### config.mk
export PLATFORM = sky130hd
export DESIGN_NAME = pid_pwm_gen
export DESIGN_NICKNAME = d
export VERILOG_FILES = /design/src/rtl/pid_fan_pkg.sv /design/src/rtl/pwm_tick_gen.sv /design/src/rtl/pid_pwm_gen.sv
export SDC_FILE = /design/constraint.sdc
export NUM_CORES = 1
export LEC_CHECK = 0
export ABC_AREA = 1
export BUFFER_PORTS_ARGS = -buffer_cell sky130_fd_sc_hd__buf_4
export CORE_ASPECT_RATIO = 0.8
export CORE_MARGIN = 2
export CORE_UTILIZATION = 25
export DETAILED_ROUTE_END_ITERATION = 8
export GPL_ROUTABILITY_DRIVEN = 0
export GPL_TIMING_DRIVEN = 0
export SKIP_CTS_REPAIR_TIMING = 1
export SLEW_MARGIN = 25
export SYNTH_ARGS = -nofsm -noshare
export SYNTH_HDL_FRONTEND = slang
export SYNTH_SLANG_ARGS = --single-unit
### constraint.sdc
create_clock -name clk_i -period 2.21 [get_ports clk_i]
set_clock_uncertainty 0.2 [all_clocks]
set_input_delay 0.221 -clock clk_i [delete_from_list [all_inputs] [get_ports clk_i]]
set_output_delay 0.221 -clock clk_i [all_outputs]
set_load 0.01 [all_outputs]
### src/rtl/pid_fan_pkg.sv
//------------------------------------------------------------------------------
// Module  : pid_fan_pkg
// Purpose : Shared types and helpers for the fan PID -> PWM output stage.
// Rev     : 1.0  initial release
//------------------------------------------------------------------------------
`default_nettype none

package pid_fan_pkg;

    localparam int DEFAULT_ADC_BITWIDTH = 8;

    typedef enum logic [1:0] {
        ST_OFF  = 2'd0,
        ST_KICK = 2'd1,
        ST_RUN  = 2'd2
    } fan_state_e;

    // Full-scale PWM duty for a given magnitude width.
    function automatic int pwm_max(input int width);
        return (1 << width) - 1;
    endfunction

    // Converts the sign-extended PID output into an unsigned duty request:
    // negative demand means off, small positive demand is lifted to the floor
    // so the fan is never asked to spin too slowly to start.
    function automatic int clamp_duty(input int duty, input int min_duty, input int width);
        if (duty < 0) begin
            return 0;
        end else if ((duty > 0) && (duty < min_duty)) begin
            return min_duty;
        end else begin
            return duty & pwm_max(width);
        end
    endfunction

endpackage

`default_nettype wire

### src/rtl/pwm_tick_gen.sv
//------------------------------------------------------------------------------
// Module  : pwm_tick_gen
// Purpose : Prescaler and PWM step counter; flags the last step of a period.
// Rev     : 1.0  initial release
//------------------------------------------------------------------------------
`default_nettype none

module pwm_tick_gen
    import pid_fan_pkg::*;
#(
    parameter int ADC_BITWIDTH = DEFAULT_ADC_BITWIDTH,
    parameter int PWM_PRESCALE = 4
) (
    input  logic                    clk_i,
    input  logic                    rstn_i,
    input  logic                    en_i,
    output logic [ADC_BITWIDTH-1:0] step_o,
    output logic                    tick_o,
    output logic                    boundary_o
);

    localparam logic [ADC_BITWIDTH-1:0] STEP_LAST = ADC_BITWIDTH'(pwm_max(ADC_BITWIDTH) - 1);

    logic [ADC_BITWIDTH-1:0] step_q;

    generate
        if (PWM_PRESCALE > 1) begin : g_prescaler
            localparam int            PW         = $clog2(PWM_PRESCALE);
            localparam logic [PW-1:0] PRESC_LAST = PW'(PWM_PRESCALE - 1);

            logic [PW-1:0] presc_q;

            // Prescaler: free-runs 0..PWM_PRESCALE-1 while enabled, parked at 0 otherwise.
            always_ff @(posedge clk_i or negedge rstn_i) begin
                if (!rstn_i) begin
                    presc_q <= '0;
                end else if (!en_i || (presc_q == PRESC_LAST)) begin
                    presc_q <= '0;
                end else begin
                    presc_q <= presc_q + PW'(1);
                end
            end

            assign tick_o = en_i && (presc_q == PRESC_LAST);
        end else begin : g_no_prescaler
            assign tick_o = en_i;
        end
    endgenerate

    // Step counter: advances once per tick and wraps after the last PWM step.
    always_ff @(posedge clk_i or negedge rstn_i) begin
        if (!rstn_i) begin
            step_q <= '0;
        end else if (!en_i) begin
            step_q <= '0;
        end else if (tick_o) begin
            step_q <= (step_q == STEP_LAST) ? '0 : step_q + ADC_BITWIDTH'(1);
        end
    end

    assign step_o     = step_q;
    assign boundary_o = tick_o && (step_q == STEP_LAST);

endmodule

`default_nettype wire

### src/rtl/pid_pwm_gen.sv
//------------------------------------------------------------------------------
// Module  : pid_pwm_gen
// Purpose : Converts the signed PID output into a glitch-free fan PWM with a
//           full-duty start-up kick when leaving standstill.
// Rev     : 1.0  initial release
//------------------------------------------------------------------------------
`default_nettype none

module pid_pwm_gen
    import pid_fan_pkg::*;
#(
    parameter int ADC_BITWIDTH = DEFAULT_ADC_BITWIDTH,
    parameter int PWM_PRESCALE = 4,
    parameter int MIN_DUTY     = 32,
    parameter int KICK_PERIODS = 16
) (
    input  logic                    clk_i,
    input  logic                    rstn_i,
    input  logic                    en_i,
    input  logic [ADC_BITWIDTH:0]   duty_i,
    input  logic                    duty_valid_i,
    output logic                    pwm_o,
    output logic                    period_end_o,
    output logic [ADC_BITWIDTH-1:0] duty_o,
    output logic                    kick_active_o
);

    localparam logic [ADC_BITWIDTH-1:0] DUTY_FULL = ADC_BITWIDTH'(pwm_max(ADC_BITWIDTH));
    localparam int                      KW        = (KICK_PERIODS > 1) ? $clog2(KICK_PERIODS) : 1;
    localparam logic [KW-1:0]           KICK_INIT = KW'(KICK_PERIODS - 1);

    logic [ADC_BITWIDTH-1:0] w_step;
    logic                    w_tick;
    logic                    w_boundary;
    logic [ADC_BITWIDTH-1:0] w_conv;

    logic [ADC_BITWIDTH-1:0] pending_d;
    logic [ADC_BITWIDTH-1:0] pending_q;
    fan_state_e              state_q;
    logic [ADC_BITWIDTH-1:0] duty_q;
    logic [KW-1:0]           kick_cnt_q;
    logic                    kick_active_q;
    logic                    pwm_q;
    logic                    period_end_q;

    pwm_tick_gen #(
        .ADC_BITWIDTH (ADC_BITWIDTH),
        .PWM_PRESCALE (PWM_PRESCALE)
    ) u_tick (
        .clk_i      (clk_i),
        .rstn_i     (rstn_i),
        .en_i       (en_i),
        .step_o     (w_step),
        .tick_o     (w_tick),
        .boundary_o (w_boundary)
    );

    assign w_conv = ADC_BITWIDTH'(clamp_duty(int'($signed(duty_i)), MIN_DUTY, ADC_BITWIDTH));

    // A strobe landing on the boundary cycle is used directly, so the new
    // demand is not delayed by a whole period.
    assign pending_d = duty_valid_i ? w_conv : pending_q;

    // Pending demand: captured on every strobe, independent of the enable.
    always_ff @(posedge clk_i or negedge rstn_i) begin
        if (!rstn_i) begin
            pending_q <= '0;
        end else begin
            pending_q <= pending_d;
        end
    end

    // Fan state machine and applied duty: only moves on a period boundary.
    always_ff @(posedge clk_i or negedge rstn_i) begin
        if (!rstn_i) begin
            state_q       <= ST_OFF;
            duty_q        <= '0;
            kick_cnt_q    <= '0;
            kick_active_q <= 1'b0;
        end else if (!en_i) begin
            state_q       <= ST_OFF;
            duty_q        <= '0;
            kick_cnt_q    <= '0;
            kick_active_q <= 1'b0;
        end else if (w_boundary) begin
            case (state_q)
                ST_OFF: begin
                    if (pending_d != '0) begin
                        state_q       <= ST_KICK;
                        duty_q        <= DUTY_FULL;
                        kick_cnt_q    <= KICK_INIT;
                        kick_active_q <= 1'b1;
                    end else begin
                        duty_q        <= '0;
                    end
                end
                ST_KICK: begin
                    if (pending_d == '0) begin
                        state_q       <= ST_OFF;
                        duty_q        <= '0;
                        kick_active_q <= 1'b0;
                    end else if (kick_cnt_q == '0) begin
                        state_q       <= ST_RUN;
                        duty_q        <= pending_d;
                        kick_active_q <= 1'b0;
                    end else begin
                        kick_cnt_q    <= kick_cnt_q - KW'(1);
                        duty_q        <= DUTY_FULL;
                    end
                end
                ST_RUN: begin
                    if (pending_d == '0) begin
                        state_q       <= ST_OFF;
                        duty_q        <= '0;
                    end else begin
                        duty_q        <= pending_d;
                    end
                end
                default: begin
                    state_q       <= ST_OFF;
                    duty_q        <= '0;
                    kick_active_q <= 1'b0;
                end
            endcase
        end
    end

    // Registered PWM compare and end-of-period pulse.
    always_ff @(posedge clk_i or negedge rstn_i) begin
        if (!rstn_i) begin
            pwm_q        <= 1'b0;
            period_end_q <= 1'b0;
        end else begin
            pwm_q        <= en_i && (w_step < duty_q);
            period_end_q <= en_i && w_boundary;
        end
    end

    assign pwm_o         = pwm_q;
    assign period_end_o  = period_end_q;
    assign duty_o        = duty_q;
    assign kick_active_o = kick_active_q;

endmodule

`default_nettype wire

==> results.py <==
metrics = {
    "outcome": {
        "status": "finished clean",
    },
    "power_and_ir_drop": {
        "p_leak_uw": 0.00136,
        "ir_worst_vdd_uv": 237,
        "p_per_area_mw_per_mm2": 671,
    },
    "synthesis": {
        "synth_compound_area_share_pct": 7.90,
        "netlist_area_mm2": 0.00222,
        "ys.flop_type": "dfrtp_1",
        "synth_edf_count": 0,
        "synth_area_per_cell_um2": 7.42,
        "ys_seq_area_share_pct": 39.5,
        "synth_mux_area_share_pct": 0,
        "yosysWarnings": 0,
        "synth_top_family_by_area": "simple AND/OR/NAND/NOR gates",
        "synth-seq-cells": 35,
        "synthArstFlopShare_pct": 100,
        "synth_xor_area_share_pct": 1.98,
        "synth_fa_ha_area_share_pct": 6.21,
        "yosysUniqueCellTypes": 30,
        "synth-simple-area-share_pct": 35.4,
        "synth_nets": 323,
        "netlist_instances": 299,
    },
    "floorplan": {
        "initial_core_util_pct": 25.9,
        "num_rows": 30,
        "pin_count": 24,
        "die_x_um": 109,
        "core_area_mm2": 0.00856,
        "fp.dieArea_mm2": 0.00964,
        "die_h_um": 88.2,
    },
    "timing": {
        "worst_pin_slew_ps": 585,
        "setup_slack_ps": 269,
        "fin_tns_setup_ps": 0,
        "hold_violations": 0,
        "maxSlewHeadroom_pct": 60.8,
        "fin_crit_sh_pct": 87.8,
        "max_clock_freq_mhz": 515,
        "slew_violations": 0,
        "finalCriticalPeriod_ps": 1940,
        "final-setup-viol-count": 0,
        "rsz0062_at_grt": "no",
    },
    "global_routing": {
        "grt_pass1_wl_um": 8530,
        "grt_pass1_vias": 1917,
        "overflow": 0,
        "antenna_found_initial": 0,
        "grt_usage_pct": 11.1,
        "grt_max_degree": 36,
    },
    "critical_path": {
        "cp_cell_sequence": "inv_1 > ha_1 > nand2_1 > nor2_4 > inv_1 > or2_2 > nand3_2 > nand3_1 > nand2_1 > nand2_1",
        "start_kind": "register",
        "crit_fanout": 10,
        "crit_slowest_cell": "dfrtp_1",
        "end_kind": "register",
        "required_ps": 2190,
        "ff2ff_setup_slack_ps": 270,
        "cp_num_buf_inv": 2,
        "reg2reg_from": "kick_cnt_q[0]",
        "path_class": "reg -> reg",
        "cpLargestDelayFamily": "simple AND/OR/NAND/NOR gates",
        "crit_path_frequent_cell": "nand2_1",
        "crit_arrival_ps": 1920,
        "max_stage_delay_ps": 380,
        "critPathLaunch": "kick_cnt_q[0]",
    },
    "clock_tree": {
        "cts_tree": "built",
        "cts.reportedPaths.clkPinSlew_ps": 80,
        "numCtsBuffers": 5,
        "htreeDepth": 2,
        "clock-sinks": 35,
        "root_buffer": "clkbuf_8",
        "cts_buffer_depth": 2,
        "clk_latency_ps": 290,
    },
    "drt": {
        "vias": 1956,
        "via_per_inst": 4.42,
        "drt_iter0_drc": 101,
        "avgRoutedWirePerCell_um": 11.0,
        "drtAntennaViolNets": 0,
        "wirelength_um": 4890,
        "route.detailed.drc": 0,
        "first_pass_iters": 4,
    },
    "final_layout": {
        "drive_above_1_share_pct": 18.1,
        "diodes": 0,
        "syn_to_final_growth_pct": 19.5,
        "nFillCells": 927,
        "design_area_mm2": 0.00265,
        "fin_util_pct": 31.0,
        "nNetsFinal": 354,
        "fin_cells": 443,
    },
    "placed_design": {
        "pre_cts_ws_ps": 130,
        "postPlaceCellArea_mm2": 0.00253,
        "place_hpwl_um": 3780,
        "port_buffers": 23,
        "post-place-cells": 434,
    },
    "worst_hold_path": {
        "holdCritPathClass": "in -> reg",
        "hold_start": "duty_i[7]",
    },
    "flow_run": {
        "max_cap_violations": 0,
    },
}
[layout make-up]
class	count	area, um2	area share, %
multi-input cells	213	1150	43.3
flip-flops and latches	35	876	33.1
inverters	49	184	6.94
repair buffers	24	183	6.90
well taps	112	140	5.29
clock buffers	7	96.3	3.64
plain buffers	2	16.3	0.614
clock inverters	1	7.51	0.283
[cell usage after synthesis (2+ instances only)]
library cell	n	share of area, %
nand2_1	91	15
inv_1	46	7.8
dfrtp_1	35	40
nor2_1	22	3.7
nand3_1	20	4.5
ha_1	11	6.2
nand3_2	11	5.0
o21ai_0	11	2.5
a21oi_1	9	2.0
o22ai_1	6	1.7
nand2_2	4	1.1
nand4_1	4	1.1
nor2_2	4	1.1
xor2_1	4	1.6
nor3_1	3	0.68
inv_2	2	0.34
nand2_4	2	1.0
or2_2	2	0.56
[state kept, by name, summed over array words and instances, names as in the netlist]
signal,cells
period_end_o,1
duty_o,8
u_tick.step_o,8
state_q,2
kick_cnt_q,4
u_tick.g_prescaler.presc_q,2
pending_q,8
kick_active_o,1
pwm_o,1
[per-stage QoR]
step | power, uW | hold slack (ps)
final | 1780 | 26.1
after global routing | 1910 | 19.6
after CTS | 1800 | -302
after detailed placement | 1260 | 15.8
after global placement | 1240 | 8.01
after floorplan | 1120 | -275
[worst register-to-register path, stage by stage (launching register included)]
cell and delay [ps]:
dfrtp_1 380, inv_1 90, ha_1 170, nand2_1 110, nor2_4 230, inv_1 110
or2_2 310, nand3_2 70, nand3_1 60, nand2_1 60, nand2_1 50
[path summary, 6_finish.rpt]
check	cells past startpoint	end
worst max-delay path	10	duty_o[7]
worst min-delay path	3	pending_q[7]
worst max register to register	10	duty_o[7]
worst min register to register	1	u_tick.g_prescaler.presc_q[0]
max in group asynchronous	2	duty_o[0]
min in group asynchronous	2	u_tick.step_o[5]
[report_power, final]
group | leakage [uW] | switching [uW] | internal [uW] | total [uW]
registers | 0.000471 | 38.8 | 693 | 732
logic | 0.000839 | 326 | 190 | 516
clock network | 0.0000505 | 247 | 284 | 530
total | 0.00136 | 612 | 1170 | 1780
[layout by cell type (no fill, tap or decap), drive strengths merged, types with 7 or more instances in the layout]
| master | count |
|---|---|
| buf | 25 |
| a21oi | 9 |
| nand3 | 31 |
| nor2 | 27 |
| nand2 | 97 |
| inv | 48 |
| ha | 11 |
| clkbuf | 7 |
| dfrtp | 35 |
| o21ai | 13 |
[metal layers]
| layer | global-route usage [%] | share of wire [%] |
|---|---|---|
| met4 | 2.76 | 0.94 |
| met5 | 0 | 0 |
| met3 | 2.65 | 3.9 |
| met2 | 18.5 | 46 |
| met1 | 14.6 | 49 |
[cell families (layout without fill, tap and decap cells)]
| family | Yosys count | after routing |
|---|---|---|
| flops | 35 | 35 |
| simple gates | 166 | 166 |
| compound gates | 31 | 31 |
| xor+xnor | 5 | 5 |
| fa+ha+maj | 11 | 11 |
| buf+inv | 51 | 83 |
(Power assumes the default switching activity.)
